`src/rtl/mmu_wrr_arbiter_pkg.sv`:
```
// -----------------------------------------------------------------------------
// lynxTypes -- shared types for the MMU weighted round-robin request arbiter.
//
// Holds the channel ceiling, the channel-id and weight typedefs, the arbiter
// FSM state encoding and two small helpers for the circular channel search.
// Channel vectors are padded to MMU_ARB_MAX_CHAN bits with zeros above N_CHAN.
// A 4-bit index can then wrap naturally modulo 16 and still visit the real
// channels in circular order.
// -----------------------------------------------------------------------------
package lynxTypes;

    localparam int MMU_ARB_MAX_CHAN     = 16;
    localparam int MMU_ARB_CHAN_BITS    = $clog2(MMU_ARB_MAX_CHAN);
    // Weights narrower than this are zero-extended into arb_wgt_t.
    localparam int MMU_ARB_MAX_WGT_BITS = 8;

    typedef logic [MMU_ARB_CHAN_BITS-1:0]    arb_chan_t;
    typedef logic [MMU_ARB_MAX_WGT_BITS-1:0] arb_wgt_t;
    typedef logic [MMU_ARB_MAX_CHAN-1:0]     arb_chan_vec_t;

    typedef enum logic {
        ARB_IDLE,
        ARB_SERVE
    } arb_state_t;

    // First set bit of el at or above start, wrapping 15 -> 0.
    // This function returns start when el is empty; callers qualify with |el.
    function automatic arb_chan_t arb_first_from(arb_chan_vec_t el, arb_chan_t start);
        arb_chan_t idx;
        arb_chan_t pick;
        logic      found;
        pick  = start;
        found = 1'b0;
        for (int k = 0; k < MMU_ARB_MAX_CHAN; k++) begin
            idx = start + arb_chan_t'(k);
            if (!found && el[idx]) begin
                pick  = idx;
                found = 1'b1;
            end
        end
        return pick;
    endfunction

    // Increment a channel index, wrapping n_chan-1 back to 0.
    function automatic arb_chan_t arb_wrap_inc(arb_chan_t c, int n_chan);
        return (int'(c) >= n_chan - 1) ? arb_chan_t'(0) : c + arb_chan_t'(1);
    endfunction

endpackage

```
`src/rtl/mmu_wrr_arbiter_seq.sv`:
```
// -----------------------------------------------------------------------------
// mmu_arb_seq_fifo -- grant-order FIFO, first-word-fall-through.
//
// The FIFO records the source channel of every grant, in grant order.
//
// Ports
//   aclk, areset       clock, synchronous active-high reset (empties FIFO)
//   push, push_data    write one entry (caller guarantees !full or same-cycle pop)
//   pop_ready          consumer accepts the head entry
//   pop_valid          FIFO non-empty; pop_data is the head entry (0 when empty)
//   full               all DEPTH entries occupied
// DEPTH must be a power of two, at least 2.
// -----------------------------------------------------------------------------
module mmu_arb_seq_fifo #(
    parameter int DEPTH     = 32,
    parameter int DATA_BITS = 2
) (
    input  logic                 aclk,
    input  logic                 areset,
    input  logic                 push,
    input  logic [DATA_BITS-1:0] push_data,
    input  logic                 pop_ready,
    output logic                 pop_valid,
    output logic [DATA_BITS-1:0] pop_data,
    output logic                 full
);

    localparam int AW = $clog2(DEPTH);

    // Pointers carry one extra wrap bit so that full and empty can be told apart.
    logic [AW:0]          wr_ptr;
    logic [AW:0]          rd_ptr;
    logic [DATA_BITS-1:0] mem [DEPTH];
    logic                 empty;
    logic                 pop;

    assign empty     = (wr_ptr == rd_ptr);
    assign full      = (wr_ptr[AW] != rd_ptr[AW]) && (wr_ptr[AW-1:0] == rd_ptr[AW-1:0]);
    assign pop       = !empty && pop_ready;
    assign pop_valid = !empty;
    assign pop_data  = empty ? '0 : mem[rd_ptr[AW-1:0]];

    always_ff @(posedge aclk) begin
        if (areset) begin
            wr_ptr <= '0;
            rd_ptr <= '0;
        end else begin
            if (push) wr_ptr <= wr_ptr + (AW+1)'(1);
            if (pop)  rd_ptr <= rd_ptr + (AW+1)'(1);
        end
    end

    // NOTE: storage is deliberately not reset; resetting the pointers empties the
    // FIFO, and the gated pop_data hides stale words.
    always_ff @(posedge aclk) begin
        if (push) mem[wr_ptr[AW-1:0]] <= push_data;
    end

endmodule

```
`src/rtl/mmu_wrr_arbiter.sv`:
```
// -----------------------------------------------------------------------------
// mmu_wrr_arbiter -- weighted round-robin arbiter for MMU request channels.
//
// N_CHAN request channels compete for one output slot. The winning
// descriptor is registered onto m_req_*. Its channel id is also queued in
// grant order on m_mux_* so that a downstream response mux can follow it.
// A channel with weight w receives up to w consecutive grants before the
// pointer moves on. A channel with weight 0 is disabled.
//
// Ports
//   aclk, areset                 clock, synchronous active-high reset
//   s_req_valid/ready/data       per-channel request handshake; ready is one-hot
//                                and high only in the grant cycle
//   cnfg_weight                  per-channel weights, WGT_BITS each (<= 8)
//   xfer_done                    per-channel completion pulse, returns one credit
//   m_req_valid/ready/data/id    granted descriptor, one cycle after the grant
//   m_mux_valid/ready/data       grant-order channel ids (SEQ_DEPTH-deep FIFO)
//   cred_err                     sticky: xfer_done arrived with nothing outstanding
//
// Configuration
//   MMU_ARB_CRED_EN  when defined, each channel may hold at most MAX_OUT
//                    ungranted-back requests, tracked by credit counters. When
//                    not defined, xfer_done is ignored and cred_err is tied to 0.
// -----------------------------------------------------------------------------
module mmu_wrr_arbiter
    import lynxTypes::*;
#(
    parameter int N_CHAN    = 4,
    parameter int REQ_BITS  = 96,
    parameter int WGT_BITS  = 4,
    parameter int MAX_OUT   = 16,
    parameter int SEQ_DEPTH = 32
) (
    input  logic                         aclk,
    input  logic                         areset,
    input  logic [N_CHAN-1:0]            s_req_valid,
    output logic [N_CHAN-1:0]            s_req_ready,
    input  logic [N_CHAN*REQ_BITS-1:0]   s_req_data,
    input  logic [N_CHAN*WGT_BITS-1:0]   cnfg_weight,
    input  logic [N_CHAN-1:0]            xfer_done,
    output logic                         m_req_valid,
    input  logic                         m_req_ready,
    output logic [REQ_BITS-1:0]          m_req_data,
    output logic [$clog2(N_CHAN)-1:0]    m_req_id,
    output logic                         m_mux_valid,
    input  logic                         m_mux_ready,
    output logic [$clog2(N_CHAN)-1:0]    m_mux_data,
    output logic [N_CHAN-1:0]            cred_err
);

    localparam int ID_BITS = $clog2(N_CHAN);

    arb_state_t          state, state_nxt;
    arb_chan_t           ptr, ptr_nxt, ptr_inc, sel;
    arb_wgt_t            bcnt, bcnt_nxt;
    arb_wgt_t            wgt [MMU_ARB_MAX_CHAN];
    arb_chan_vec_t       elig;
    logic [N_CHAN-1:0]   cred_ok;
    logic [REQ_BITS-1:0] sel_data;
    logic                slot_free, fifo_room, fifo_full, can_grant, any_elig;
    logic                burst_go, grant;

    // ------------------------------------------------------------------
    // Eligibility (padded to MMU_ARB_MAX_CHAN, unused channels stay 0)
    // ------------------------------------------------------------------
    always_comb begin
        elig = '0;
        for (int i = 0; i < MMU_ARB_MAX_CHAN; i++) wgt[i] = '0;
        for (int i = 0; i < N_CHAN; i++) begin
            wgt[i][WGT_BITS-1:0] = cnfg_weight[i*WGT_BITS +: WGT_BITS];
            elig[i]              = s_req_valid[i] && (wgt[i] != '0) && cred_ok[i];
        end
    end

    // A full FIFO can still accept a push when its head is popped in the same cycle.
    assign slot_free = !m_req_valid || m_req_ready;
    assign fifo_room = !fifo_full || m_mux_ready;
    assign can_grant = slot_free && fifo_room && !areset;
    assign any_elig  = |elig;
    assign ptr_inc   = arb_wrap_inc(ptr, N_CHAN);
    // Mid-burst weight changes land here. A lowered weight below bcnt ends the burst.
    assign burst_go  = (state == ARB_SERVE) && elig[ptr] && (bcnt < wgt[ptr]);

    // ------------------------------------------------------------------
    // WRR FSM: state register + next-state/grant logic
    // ------------------------------------------------------------------
    always_ff @(posedge aclk) begin
        if (areset) begin
            state <= ARB_IDLE;
            ptr   <= '0;
            bcnt  <= '0;
        end else begin
            state <= state_nxt;
            ptr   <= ptr_nxt;
            bcnt  <= bcnt_nxt;
        end
    end

    // NOTE: every output of this block is defaulted first; a path that missed an
    // assignment would otherwise infer a latch.
    always_comb begin
        state_nxt = state;
        ptr_nxt   = ptr;
        bcnt_nxt  = bcnt;
        grant     = 1'b0;
        sel       = burst_go ? ptr
                             : arb_first_from(elig, (state == ARB_IDLE) ? ptr : ptr_inc);
        case (state)
            ARB_IDLE: begin
                if (any_elig && can_grant) begin
                    grant     = 1'b1;
                    ptr_nxt   = sel;
                    bcnt_nxt  = arb_wgt_t'(1);
                    state_nxt = ARB_SERVE;
                end
            end
            ARB_SERVE: begin
                if (burst_go) begin
                    if (can_grant) begin
                        grant    = 1'b1;
                        bcnt_nxt = bcnt + arb_wgt_t'(1);
                    end
                end else if (any_elig) begin
                    if (can_grant) begin
                        grant    = 1'b1;
                        ptr_nxt  = sel;
                        bcnt_nxt = arb_wgt_t'(1);
                    end
                end else begin
                    state_nxt = ARB_IDLE;
                    ptr_nxt   = ptr_inc;
                end
            end
            default: state_nxt = ARB_IDLE;
        endcase
    end

    // Grant one-hot and descriptor mux.
    always_comb begin
        sel_data    = '0;
        s_req_ready = '0;
        for (int i = 0; i < N_CHAN; i++) begin
            if (sel == arb_chan_t'(i)) begin
                sel_data       = s_req_data[i*REQ_BITS +: REQ_BITS];
                s_req_ready[i] = grant;
            end
        end
    end

    // ------------------------------------------------------------------
    // Output slot: loaded on grant, held until m_req_ready.
    // ------------------------------------------------------------------
    // NOTE: state updates use non-blocking assignments so that every register
    // samples its pre-edge value, whatever the order of the statements.
    always_ff @(posedge aclk) begin
        if (areset) begin
            m_req_valid <= 1'b0;
            m_req_data  <= '0;
            m_req_id    <= '0;
        end else if (grant) begin
            m_req_valid <= 1'b1;
            m_req_data  <= sel_data;
            m_req_id    <= sel[ID_BITS-1:0];
        end else if (m_req_ready) begin
            m_req_valid <= 1'b0;
        end
    end

    mmu_arb_seq_fifo #(
        .DEPTH     (SEQ_DEPTH),
        .DATA_BITS (ID_BITS)
    ) u_seq_fifo (
        .aclk      (aclk),
        .areset    (areset),
        .push      (grant),
        .push_data (sel[ID_BITS-1:0]),
        .pop_ready (m_mux_ready),
        .pop_valid (m_mux_valid),
        .pop_data  (m_mux_data),
        .full      (fifo_full)
    );

    // ------------------------------------------------------------------
    // Credit tracking
    // ------------------------------------------------------------------
`ifdef MMU_ARB_CRED_EN
    localparam int OUT_BITS = $clog2(MAX_OUT) + 1;

    logic [OUT_BITS-1:0] outst [N_CHAN];

    always_comb begin
        for (int i = 0; i < N_CHAN; i++) cred_ok[i] = (outst[i] < OUT_BITS'(MAX_OUT));
    end

    always_ff @(posedge aclk) begin
        if (areset) begin
            for (int i = 0; i < N_CHAN; i++) outst[i] <= '0;
            cred_err <= '0;
        end else begin
            for (int i = 0; i < N_CHAN; i++) begin
                case ({s_req_ready[i], xfer_done[i]})
                    2'b10: outst[i] <= outst[i] + OUT_BITS'(1);
                    2'b01: begin
                        // A completion with nothing outstanding is a protocol error.
                        // The counter must not wrap.
                        if (outst[i] == '0) cred_err[i] <= 1'b1;
                        else                outst[i]    <= outst[i] - OUT_BITS'(1);
                    end
                    default: ;
                endcase
            end
        end
    end
`else
    logic unused_xfer_done;

    assign cred_ok          = '1;
    assign cred_err         = '0;
    assign unused_xfer_done = ^xfer_done;
`endif

endmodule
```
`config.mk`:
```
export PLATFORM = sky130hd
export DESIGN_NAME = mmu_wrr_arbiter
export DESIGN_NICKNAME = d
export VERILOG_FILES = /design/src/rtl/mmu_wrr_arbiter_pkg.sv /design/src/rtl/mmu_wrr_arbiter_seq.sv /design/src/rtl/mmu_wrr_arbiter.sv
export SDC_FILE = /design/constraint.sdc
export NUM_CORES = 1
export LEC_CHECK = 0
export CAP_MARGIN = 20
export CORE_AREA = 2 2 201 203
export DETAILED_ROUTE_END_ITERATION = 7
export DIE_AREA = 0 0 203 205
export REMOVE_ABC_BUFFERS = 1
export SETUP_SLACK_MARGIN = 0.15
export SYNTH_ARGS = -nofsm -noshare
export SYNTH_HDL_FRONTEND = slang
export SYNTH_SLANG_ARGS = --single-unit
export TNS_END_PERCENT = 50
```
`constraint.sdc`:
```
create_clock -name aclk -period 7.8 [get_ports aclk]
set_input_delay 1.56 -clock aclk [delete_from_list [all_inputs] [get_ports aclk]]
set_output_delay 1.56 -clock aclk [all_outputs]
set_load 0.005 [all_outputs]
```
==> qor.yml, run 1 <==
finish:
  final_cells: 2379
  drive_gt1_share_pct: 6.02
  stdcell_area_um2: 18300
  nNetsFinal: 2256
  mostFrequentLayoutCell: "clkdlybuf4s50_1"
  syn_to_final_growth_pct: 48.2
  fillers: 3865
  layout_common_cells: "512 x clkdlybuf4s50_1, 271 x nor2_1, 197 x a31oi_1"
  final_util_pct: 46.5
floorplan:
  rows: 73
  pin_count: 522
  core-area_um2: 39400
  fp.dieW_um: 203
  dieHeight_um: 205
  start_util_pct: 31.4
  die-area_um2: 41600
sta:
  min_period_ns: 7.27
  setup_tns_ns: 0
  fin_skew_ns: 0.0223
  slew_headroom_pct: 15.8
  tightest_slew_ns: 1.26
  clock.fmax_mhz: 137
  slew_violations: 0
  post-route-period-util_pct: 93.3
  hold_viol: 0
  rsz0062_at_grt: "no"
  final-setup-viol-count: 0
route:
  wl_mm: 58.9
  route.met3.wl_mm: 5.70
  avgRoutedWirePerCell_um: 24.8
  top_layer: "met5"
  wl_met2_mm: 28.4
  ant_nets: 0
  wl_met1_mm: 23.4
  via_count: 14200
  drc: 0
  vias_per_cell: 5.96
  drt-initial-drc-count: 1072
  drtPass1Iterations: 5
global_route:
  grt_pass1_wl_mm: 85.6
  grt-ovfl-total: 0
  grt_use_total_pct: 27.1
  grt_max_degree: 212
  grt_pass1_vias: 13500
  antenna_found_initial: 20
power_and_ir_drop:
  switching_share_pct: 52.1
  p_clk_share_pct: 12.7
  intPower_uw: 3510
  seqPwrFrac_pct: 21.3
  ir_drop_mv: 1.01
  p_comb_share_pct: 66.0
  power.density_nw_per_um2: 401
  finalPower_uw: 7330
  switchingPower_uw: 3820
  p_leak_uw: 0.00609
clock_tree:
  clkTransAtPathRegs_ns: 0.09
  cts_sinks: 193
  cts_max_level: 4
  post-cts-setup-buffer-count: 0
  numCtsBuffers: 17
  holdBufCountCts: 0
  clockRootBuffer: "clkbuf_16"
  clk_latency_ns: 0.46
  cts_tree: "yes"
  cts.path.max_buffers: 2
  cts_resized: 0
synth:
  synth_area_per_cell_um2: 8.51
  syn_area_um2: 12400
  synthFlopType: "dfxtp_1"
  synth_cell_types: 77
  synth.yosys.seq_area_share_pct: 36.5
  yosys_register_bits: 193
  yosysWarnings: 0
  synth_edf_count: 64
  yosys.area.top_type: "dfxtp_1"
  synth_area_leaders: "dfxtp_1 21%, edfxtp_1 16%, a31oi_1 10%"
  netlist.area_leader.share_pct: 20.9
  async_flop_share_pct: 0
  synth_cells: 1451
critical_path:
  crit_arrival_ns: 5.71
  path_max_fanout: 9
  required_ns: 6.24
  end_kind: "output pin"
  critical_path_class: "primary input to output pin"
  start_kind: "primary input"
run_status:
  status: "finished clean"
placed_design:
  port_buffers: 513
  place_inst: 2337
  hpwl_mm: 40.4
  gp_congestion: 0.965
  placed_cell_area_um2: 17600
run:
  cap_violations: 0
min_path:
  hp-class: "register to register"
==> power by group through the flow <==
stage | clock network (µW) | registers [µW] | logic, µW
5_1_grt | 991 | 1590 | 5180
3_3_place_gp | 0 | 1590 | 4760
6_report | 930 | 1560 | 4840
2_1_floorplan | 0 | 1530 | 2230
3_5_place_dp | 0 | 1590 | 4760
4_1_cts | 956 | 1570 | 4770
==> layer usage <==
metal / vias up / GRT usage, %
met2: 740 / 45.4
met1: 6842 / 33.9
met3: 78 / 7.70
met5: - / 0
li1: 6517 / -
met4: 10 / 7.61
==> cell usage after synthesis (14+ instances only) <==
master,count
nand3_1,14
dfxtp_1,129
nor2_1,272
buf_2,51
o211ai_1,111
o41ai_1,101
clkbuf_1,116
a31oi_1,197
nand2_1,36
mux4_2,26
o21ai_0,16
a21oi_1,19
nand4_1,106
edfxtp_1,64
==> cells by family (layout without fill, tap and decap cells) <==
family                     count (synthesis)  count (layout)  share of synthesized area, %
AOI/OAI and AO/OA                        487             487                          28.6
xor gates and xnor gates                  20              20                          1.42
adders and majority gates                 12              12                          1.22
buffers and inverters                    194             585                          6.81
DFF                                      193             193                          36.5
muxes                                     36              36                          5.55
other                                      1              13                        0.0304
and+or+nand+nor                          508             508                          19.9
==> sequential cells by signal (all words and copies together) (netlist names), named ones only <==
signal,flops
ptr,4
bcnt,8
u_seq_fifo.wr_ptr,6
state,1
u_seq_fifo.mem,64
m_req_data,96
u_seq_fifo.rd_ptr,6
m_req_valid,1
m_req_id,2
==> worst max-delay path, cell delays in order <==
cell	delay, ns
clkdlybuf4s50_1	0.44
o41ai_1	0.69
o211ai_1	0.32
and3_1	0.32
nor3_2	0.52
and3_4	0.33
a31oi_2	0.11
and3_1	0.28
nor3_4	0.25
inv_4	0.08
nor4_1	0.26
clkdlybuf4s50_1	0.56
==> cell type report <==
class	instances	area [µm²]	area share, %
well taps	525	657	3.59
clock buffers	17	425	2.32
inverters	12	53.8	0.294
flip-flops and latches	193	4500	24.6
multi-input cells	1067	7040	38.5
repair buffers	541	5400	29.5
diodes	9	22.5	0.123
clock inverters	15	195	1.07
==> final timing paths <==
path / startpoint / end / slack, ns / cells after the start
max: cnfg_weight[12] / s_req_ready[0] / 0.53 / 12
min: m_req_id[1] / m_req_id[1] / 0.46 / 2
max reg2reg: ptr[0] / m_req_data[39] / 1.76 / 19
min reg2reg: m_req_id[1] / m_req_id[1] / 0.46 / 2
==> per-stage QoR <==
step / worst slack [ns] / hold slack, ns
2_1_floorplan: -4.54 / 0.438
3_3_place_gp: 0.580 / 0.447
3_5_place_dp: 0.591 / 0.452
4_1_cts: 0.552 / 0.465
5_1_grt: 0.234 / 0.489
6_report: 0.526 / 0.459
Power figures use the tool's default switching activity.
==> inputs of run 2 (changes only) <==
--- a/config.mk
+++ b/config.mk
@@ -6,9 +6,10 @@
 export NUM_CORES = 1
 export LEC_CHECK = 0
 export CAP_MARGIN = 20
-export CORE_AREA = 2 2 201 203
+export CORE_AREA = 3 3 202 204
 export DETAILED_ROUTE_END_ITERATION = 7
-export DIE_AREA = 0 0 203 205
+export DIE_AREA = 0 0 205 207
+export GPL_TIMING_DRIVEN = 0
 export REMOVE_ABC_BUFFERS = 1
 export SETUP_SLACK_MARGIN = 0.15
 export SYNTH_ARGS = -nofsm -noshare
==> qor.yml, run 2 (synthesis results as in run 1) <==
global_route:
  met1_usage_pct: 34.3  # +0.36 points
  grt_pass1_vias: 13800  # +2.5%
  use_met2_pct: 43.9  # -1.5 points
  grt-ovfl-total: 0  # unchanged
  grtUsageMet3_pct: 8.75  # +1.1 points
  antenna_found_initial: 23  # +15%
  grt_pass1_wl_mm: 89.2  # +4.2%
  grt_most_used_layer: "met2"
  grt_use_total_pct: 27.5  # +0.43 points
  grt_max_degree: 91  # -57%
finish:
  layout_common_cells: "512 x clkdlybuf4s50_1, 271 x nor2_1, 197 x a31oi_1"
  fillers: 3813  # -1.3%
  syn_to_final_growth_pct: 56.0
  ff_latch_area_um2: 4520  # +0.31%
  stdcell_area_um2: 19300  # +5.3%
  mostFrequentLayoutCell: "clkdlybuf4s50_1"
  drive_gt1_share_pct: 8.48  # +2.5 points
  nNetsFinal: 2285  # +1.3%
  largest-register: "m_req_data"
  multi_input_area_um2: 7180  # +2.0%
  largest_reg_flops: 96  # unchanged
clock_tree:
  clk_latency_ns: 0.47  # about the same
  clkTransAtPathRegs_ns: 0.08  # about the same
  clockRootBuffer: "clkbuf_16"
  holdBufCountCts: 0  # unchanged
  cts_sinks: 193  # unchanged
  cts.path.max_buffers: 2  # unchanged
  numCtsBuffers: 17  # unchanged
  cts_max_level: 4  # unchanged
  cts_tree: "yes"
route:
  vias_per_cell: 5.97  # about the same
  avgRoutedWirePerCell_um: 25.1  # +1.6%
  wl_mm: 60.7  # +3.1%
  via_count: 14400  # +1.5%
  drc: 0  # unchanged
  drt-initial-drc-count: 1122  # +4.7%
  drtPass1Iterations: 7  # +2
  ant_nets: 0  # unchanged
sta:
  post-route-period-util_pct: 96.6  # +3.4 points
  slew_headroom_pct: 38.0  # +22 points
  rsz0062_at_grt: "yes"
  setup_tns_ns: 0  # unchanged
  clock.fmax_mhz: 133  # -3.5%
  finalWorstSetupSlack_ns: 0.264  # -0.262 ns
  slew_violations: 0  # unchanged
  final-setup-viol-count: 0  # unchanged
  min_period_ns: 7.54  # +0.262 ns
  tightest_slew_ns: 0.918  # -0.345 ns
  hold_viol: 0  # unchanged
  fin_skew_ns: 0.0155  # -0.00675 ns
floorplan:
  dieHeight_um: 207  # +0.98%
  core-area_um2: 39500  # +0.23%
  rows: 73  # unchanged
  die-area_um2: 42400  # +2.0%
  start_util_pct: 31.3  # -0.073 points
  pin_count: 522  # unchanged
  fp.dieW_um: 205  # +0.99%
critical_path:
  worstReg2RegEnd: "m_req_data[90]"
  timing.rr.start: "state"
  reg2reg_slack_ns: 2.18  # +0.42 ns
  critical_path_class: "primary input to output pin"
  critPathLaunch: "cnfg_weight[12]"
  start_kind: "primary input"
  crit_end: "s_req_ready[0]"
  required_ns: 6.24  # about the same
  path_max_fanout: 72  # +63
  crit_arrival_ns: 5.98  # +0.27 ns
  reg2regPathDepth: 18  # -1
  end_kind: "output pin"
min_path:
  hp-class: "register to register"
placed_design:
  port_buffers: 513  # unchanged
  pre_cts_ws_ns: -1.05  # -1.64 ns
  gp_congestion: 0.894  # -7.4%
  placed_cell_area_um2: 18100  # +2.6%
  hpwl_mm: 41.2  # +1.8%
power_and_ir_drop:
  ir_drop_mv: 0.432  # -57%
  p_leak_uw: 0.00651  # +6.9%
  power.density_nw_per_um2: 441  # +10%
run:
  cap_violations: 0  # unchanged
run_status:
  status: "finished clean"
==> run 2: how the worst min path moves through the flow <==
stage,startpoint,endpoint,slack (ns),cells after the start
2_1_floorplan,bcnt[7],bcnt[7],0.44,2
3_3_place_gp,m_req_id[1],m_req_id[1],0.44,2
3_5_place_dp,m_req_id[1],m_req_id[1],0.45,2
4_1_cts,m_req_id[1],m_req_id[1],0.46,2
5_1_grt,m_req_id[1],m_req_id[1],0.51,2
6_report,m_req_id[1],m_req_id[1],0.46,2
==> run 2: timing repair <==
item | in CTS | in global routing
pin swaps | 8 | 6
setup buffers | 9 | 9
cloned | 6 | 1
setup endpoints to repair | 4 | 4
gates resized for setup | 24 | 12
endpoints found under the hold margin | 0 | 0
==> run 2: final cells by class <==
type / count / share of cell area [%]
inverters: 12 / 0.402
repair buffers: 567 / 31.9
clock buffers: 17 / 2.21
diodes: 16 / 0.208
multi-input cells: 1069 / 37.3
well taps: 525 / 3.41
repair inverters: 1 / 0.0454
flip-flops and latches: 193 / 23.4
clock inverters: 15 / 1.16
==> run 2: where the power goes <==
part	switching [µW]	total, µW	internal (µW)
registers	167	1590	1420
logic	3590	5930	2350
clock network	526	983	457
==> run 2: worst max-delay path: stages <==
cell and delay [ns]:
clkdlybuf4s50_1 0.46, o41a_1 0.47, o211ai_1 0.25, o211ai_1 0.24, and3_1 0.29, nor3_4 0.22
buf_12 0.15, and3_4 0.19, a31oi_2 0.12, and3_1 0.26, nor3_4 0.16, buf_12 0.14
buf_16 0.16, inv_12 0.12, buf_16 0.25, nor4_2 0.30, clkdlybuf4s50_1 0.53
==> run 2: through the flow <==
stage               instances  hold slack [ns]  util (%)  power [µW]
floorplan                1272            0.438         -        3760
global placement         2310            0.442      44.0        4420
detailed placement       2340            0.446      45.9        6720
CTS                      2387            0.458      48.3        8360
global route             2415            0.513      48.8        9030
finish                   2415            0.456      48.8        8510
==> run 2: layer usage <==
metal | vias up | wire length [µm]
met2 | 678 | 29300
met3 | 132 | 5090
met1 | 7006 | 24200
li1 | 6578 | -
met5 | - | 83
met4 | 12 | 2020
==> inputs of run 3 (changes only) <==
--- a/config.mk
+++ b/config.mk
@@ -7,10 +7,11 @@
 export LEC_CHECK = 0
 export CAP_MARGIN = 20
 export CORE_AREA = 3 3 202 204
+export CTS_CLUSTER_SIZE = 24
 export DETAILED_ROUTE_END_ITERATION = 7
 export DIE_AREA = 0 0 205 207
+export DONT_BUFFER_PORTS = 1
 export GPL_TIMING_DRIVEN = 0
-export REMOVE_ABC_BUFFERS = 1
 export SETUP_SLACK_MARGIN = 0.15
 export SYNTH_ARGS = -nofsm -noshare
 export SYNTH_HDL_FRONTEND = slang
==> qor.yml, run 3 (synthesis results as in run 1) <==
finish:
  drive_gt1_share_pct: 9.87  # +1.4 points
  fillers: 4189  # +9.9%
  ff_latch_area_um2: 4500  # -0.30%
  nNetsFinal: 1902  # -17%
  final_util_pct: 34.8  # -14 points
  largest-register: "m_req_data"
  mostFrequentLayoutCell: "nor2_1"
  multi_input_area_um2: 7040  # -2.0%
  largest_reg_flops: 96  # unchanged
  layout_common_cells: "271 x nor2_1, 197 x a31oi_1, 129 x dfxtp_1"
  syn_to_final_growth_pct: 11.2
  stdcell_area_um2: 13700  # -29%
clock_tree:
  clockRootBuffer: "clkbuf_16"
  numCtsBuffers: 17  # unchanged
  cts_sinks: 193  # unchanged
  clk_latency_ns: 0.47  # about the same
  cts_max_level: 4  # unchanged
  holdBufCountCts: 0  # unchanged
  clkTransAtPathRegs_ns: 0.08  # about the same
  cts.path.max_buffers: 2  # unchanged
  cts_tree: "yes"
sta:
  slew_headroom_pct: 27.4  # -11 points
  rsz0062_at_grt: "no"
  clock.fmax_mhz: 136  # +2.5%
  setup_tns_ns: 0  # unchanged
  min_period_ns: 7.35  # -0.185 ns
  slew_violations: 0  # unchanged
  final-setup-viol-count: 0  # unchanged
  hold_viol: 0  # unchanged
  post-route-period-util_pct: 94.2  # -2.4 points
  hold_slack_ns: 0.494  # +0.0377 ns
  finalWorstSetupSlack_ns: 0.449  # +0.185 ns
  fin_skew_ns: 0.0182  # +0.00262 ns
  tightest_slew_ns: 1.09  # +0.171 ns
route:
  wl_mm: 65.5  # +8.0%
  avgRoutedWirePerCell_um: 32.1  # +28%
  ant_nets: 0  # unchanged
  drt-initial-drc-count: 1426  # +27%
  drtPass1Iterations: 7  # unchanged
  via_count: 13400  # -7.2%
  vias_per_cell: 6.55  # +9.9%
  drc: 0  # unchanged
floorplan:
  pin_count: 522  # unchanged
  core-area_um2: 39500  # unchanged
  rows: 73  # unchanged
  dieHeight_um: 207  # unchanged
  die-area_um2: 42400  # unchanged
  fp.dieW_um: 205  # unchanged
  start_util_pct: 31.3  # unchanged
global_route:
  use_met2_pct: 48.3  # +4.4 points
  antenna_found_initial: 28  # +22%
  grt_pass1_wl_mm: 92.3  # +3.5%
  grtUsageMet3_pct: 10.2  # +1.5 points
  grt_pass1_vias: 12700  # -8.3%
  grt_most_used_layer: "met2"
  grt-ovfl-total: 0  # unchanged
  met1_usage_pct: 35.9  # +1.7 points
  grt_use_total_pct: 29.6  # +2.1 points
  grt_max_degree: 42  # -54%
run:
  cap_violations: 0  # unchanged
min_path:
  hp-class: "register to register"
placed_design:
  gp_congestion: 1.05  # +17%
  placed_cell_area_um2: 13000  # -28%
  hpwl_mm: 51.9  # +26%
  port_buffers: 0  # -100%
  pre_cts_ws_ns: -0.188  # +0.858 ns
critical_path:
  critical_path_class: "register to output pin"
  start_kind: "register"
  end_kind: "output pin"
  path_max_fanout: 41  # -43%
  required_ns: 6.24  # about the same
  crit_arrival_ns: 5.79  # -0.19 ns
run_status:
  status: "finished clean"
power_and_ir_drop:
  ir_drop_mv: 0.264  # -39%
  p_leak_uw: 0.00436  # -33%
  power.density_nw_per_um2: 530  # +20%
-- run 3: changes by cell type in the layout (fill, tap and decap cells not counted), moves of 3 or more --
cell,before,now
clkinv_4,0,3
diode_2,16,25
buf_2,1,48
inv_12,7,0
buf_16,20,0
buf_8,7,1
clkdlybuf4s50_1,512,0
bufbuf_16,3,0
dfxtp_4,3,0
clkinv_8,4,1
o41ai_1,97,101
clkbuf_1,0,117
buf_12,5,0
dfxtp_1,124,129
-- run 3: layer usage --
layer | up-vias | wire [µm]
met5 | - | 39
met4 | 6 | 2370
met3 | 135 | 6880
met2 | 873 | 31200
met1 | 6525 | 25100
li1 | 5829 | -
-- run 3: repair_timing --
| item | CTS | global route |
|---|---|---|
| setup buffers | 2 | 5 |
| pin swaps | 1 | 2 |
| endpoints found under the setup margin | 4 | 4 |
| gates resized for setup | 3 | 5 |
-- run 3: where the power goes --
| group | switching (µW) | internal (µW) |
|---|---|---|
| logic | 3310 | 1370 |
| registers | 268 | 1420 |
| clock network | 462 | 453 |
| total | 4040 | 3240 |
-- run 3: worst paths after layout --
path | slack (ns) | startpoint | depth (start not counted) | to
hold reg to reg | 0.49 | bcnt[7] | 2 | bcnt[7]
setup reg to reg | 1.73 | state | 20 | m_req_data[77]
hold / removal | 0.49 | bcnt[7] | 2 | bcnt[7]
setup / recovery | 0.45 | state | 21 | s_req_ready[2]
-- run 3: per-stage QoR --
stage	total power, µW	std cells
3_5_place_dp	6210	1979
2_1_floorplan	4660	1454
6_report	7280	2040
5_1_grt	7680	2036
3_3_place_gp	6200	1979
4_1_cts	7150	2010
-- run 3: cell type report --
class / instances / share of cell area, %
Buffer: 179 / 5.77
Antenna cell: 25 / 0.455
Multi-Input combinational cell: 1067 / 51.2
Sequential cell: 193 / 32.8
Clock buffer: 18 / 3.12
Tap cell: 525 / 4.78
Clock inverter: 13 / 1.06
Timing Repair Buffer: 8 / 0.419
Inverter: 12 / 0.355
-- run 3: worst max-delay path, stage by stage, from the launching register on --
cell and delay [ns]:
dfxtp_1 0.31, buf_2 0.19, or3b_1 0.36, buf_2 0.20
o31a_4 0.33, clkbuf_1 0.27, ha_1 0.39, nand2b_1 0.18
o221a_2 0.26, o21ai_1 0.23, o211ai_1 0.25, and4_1 0.20
clkbuf_1 0.17, and3_4 0.22, a32oi_1 0.25, o21ai_0 0.14
and2_1 0.18, buf_2 0.13, inv_2 0.27, buf_8 0.31
nand2_1 0.15, nor3_2 0.29
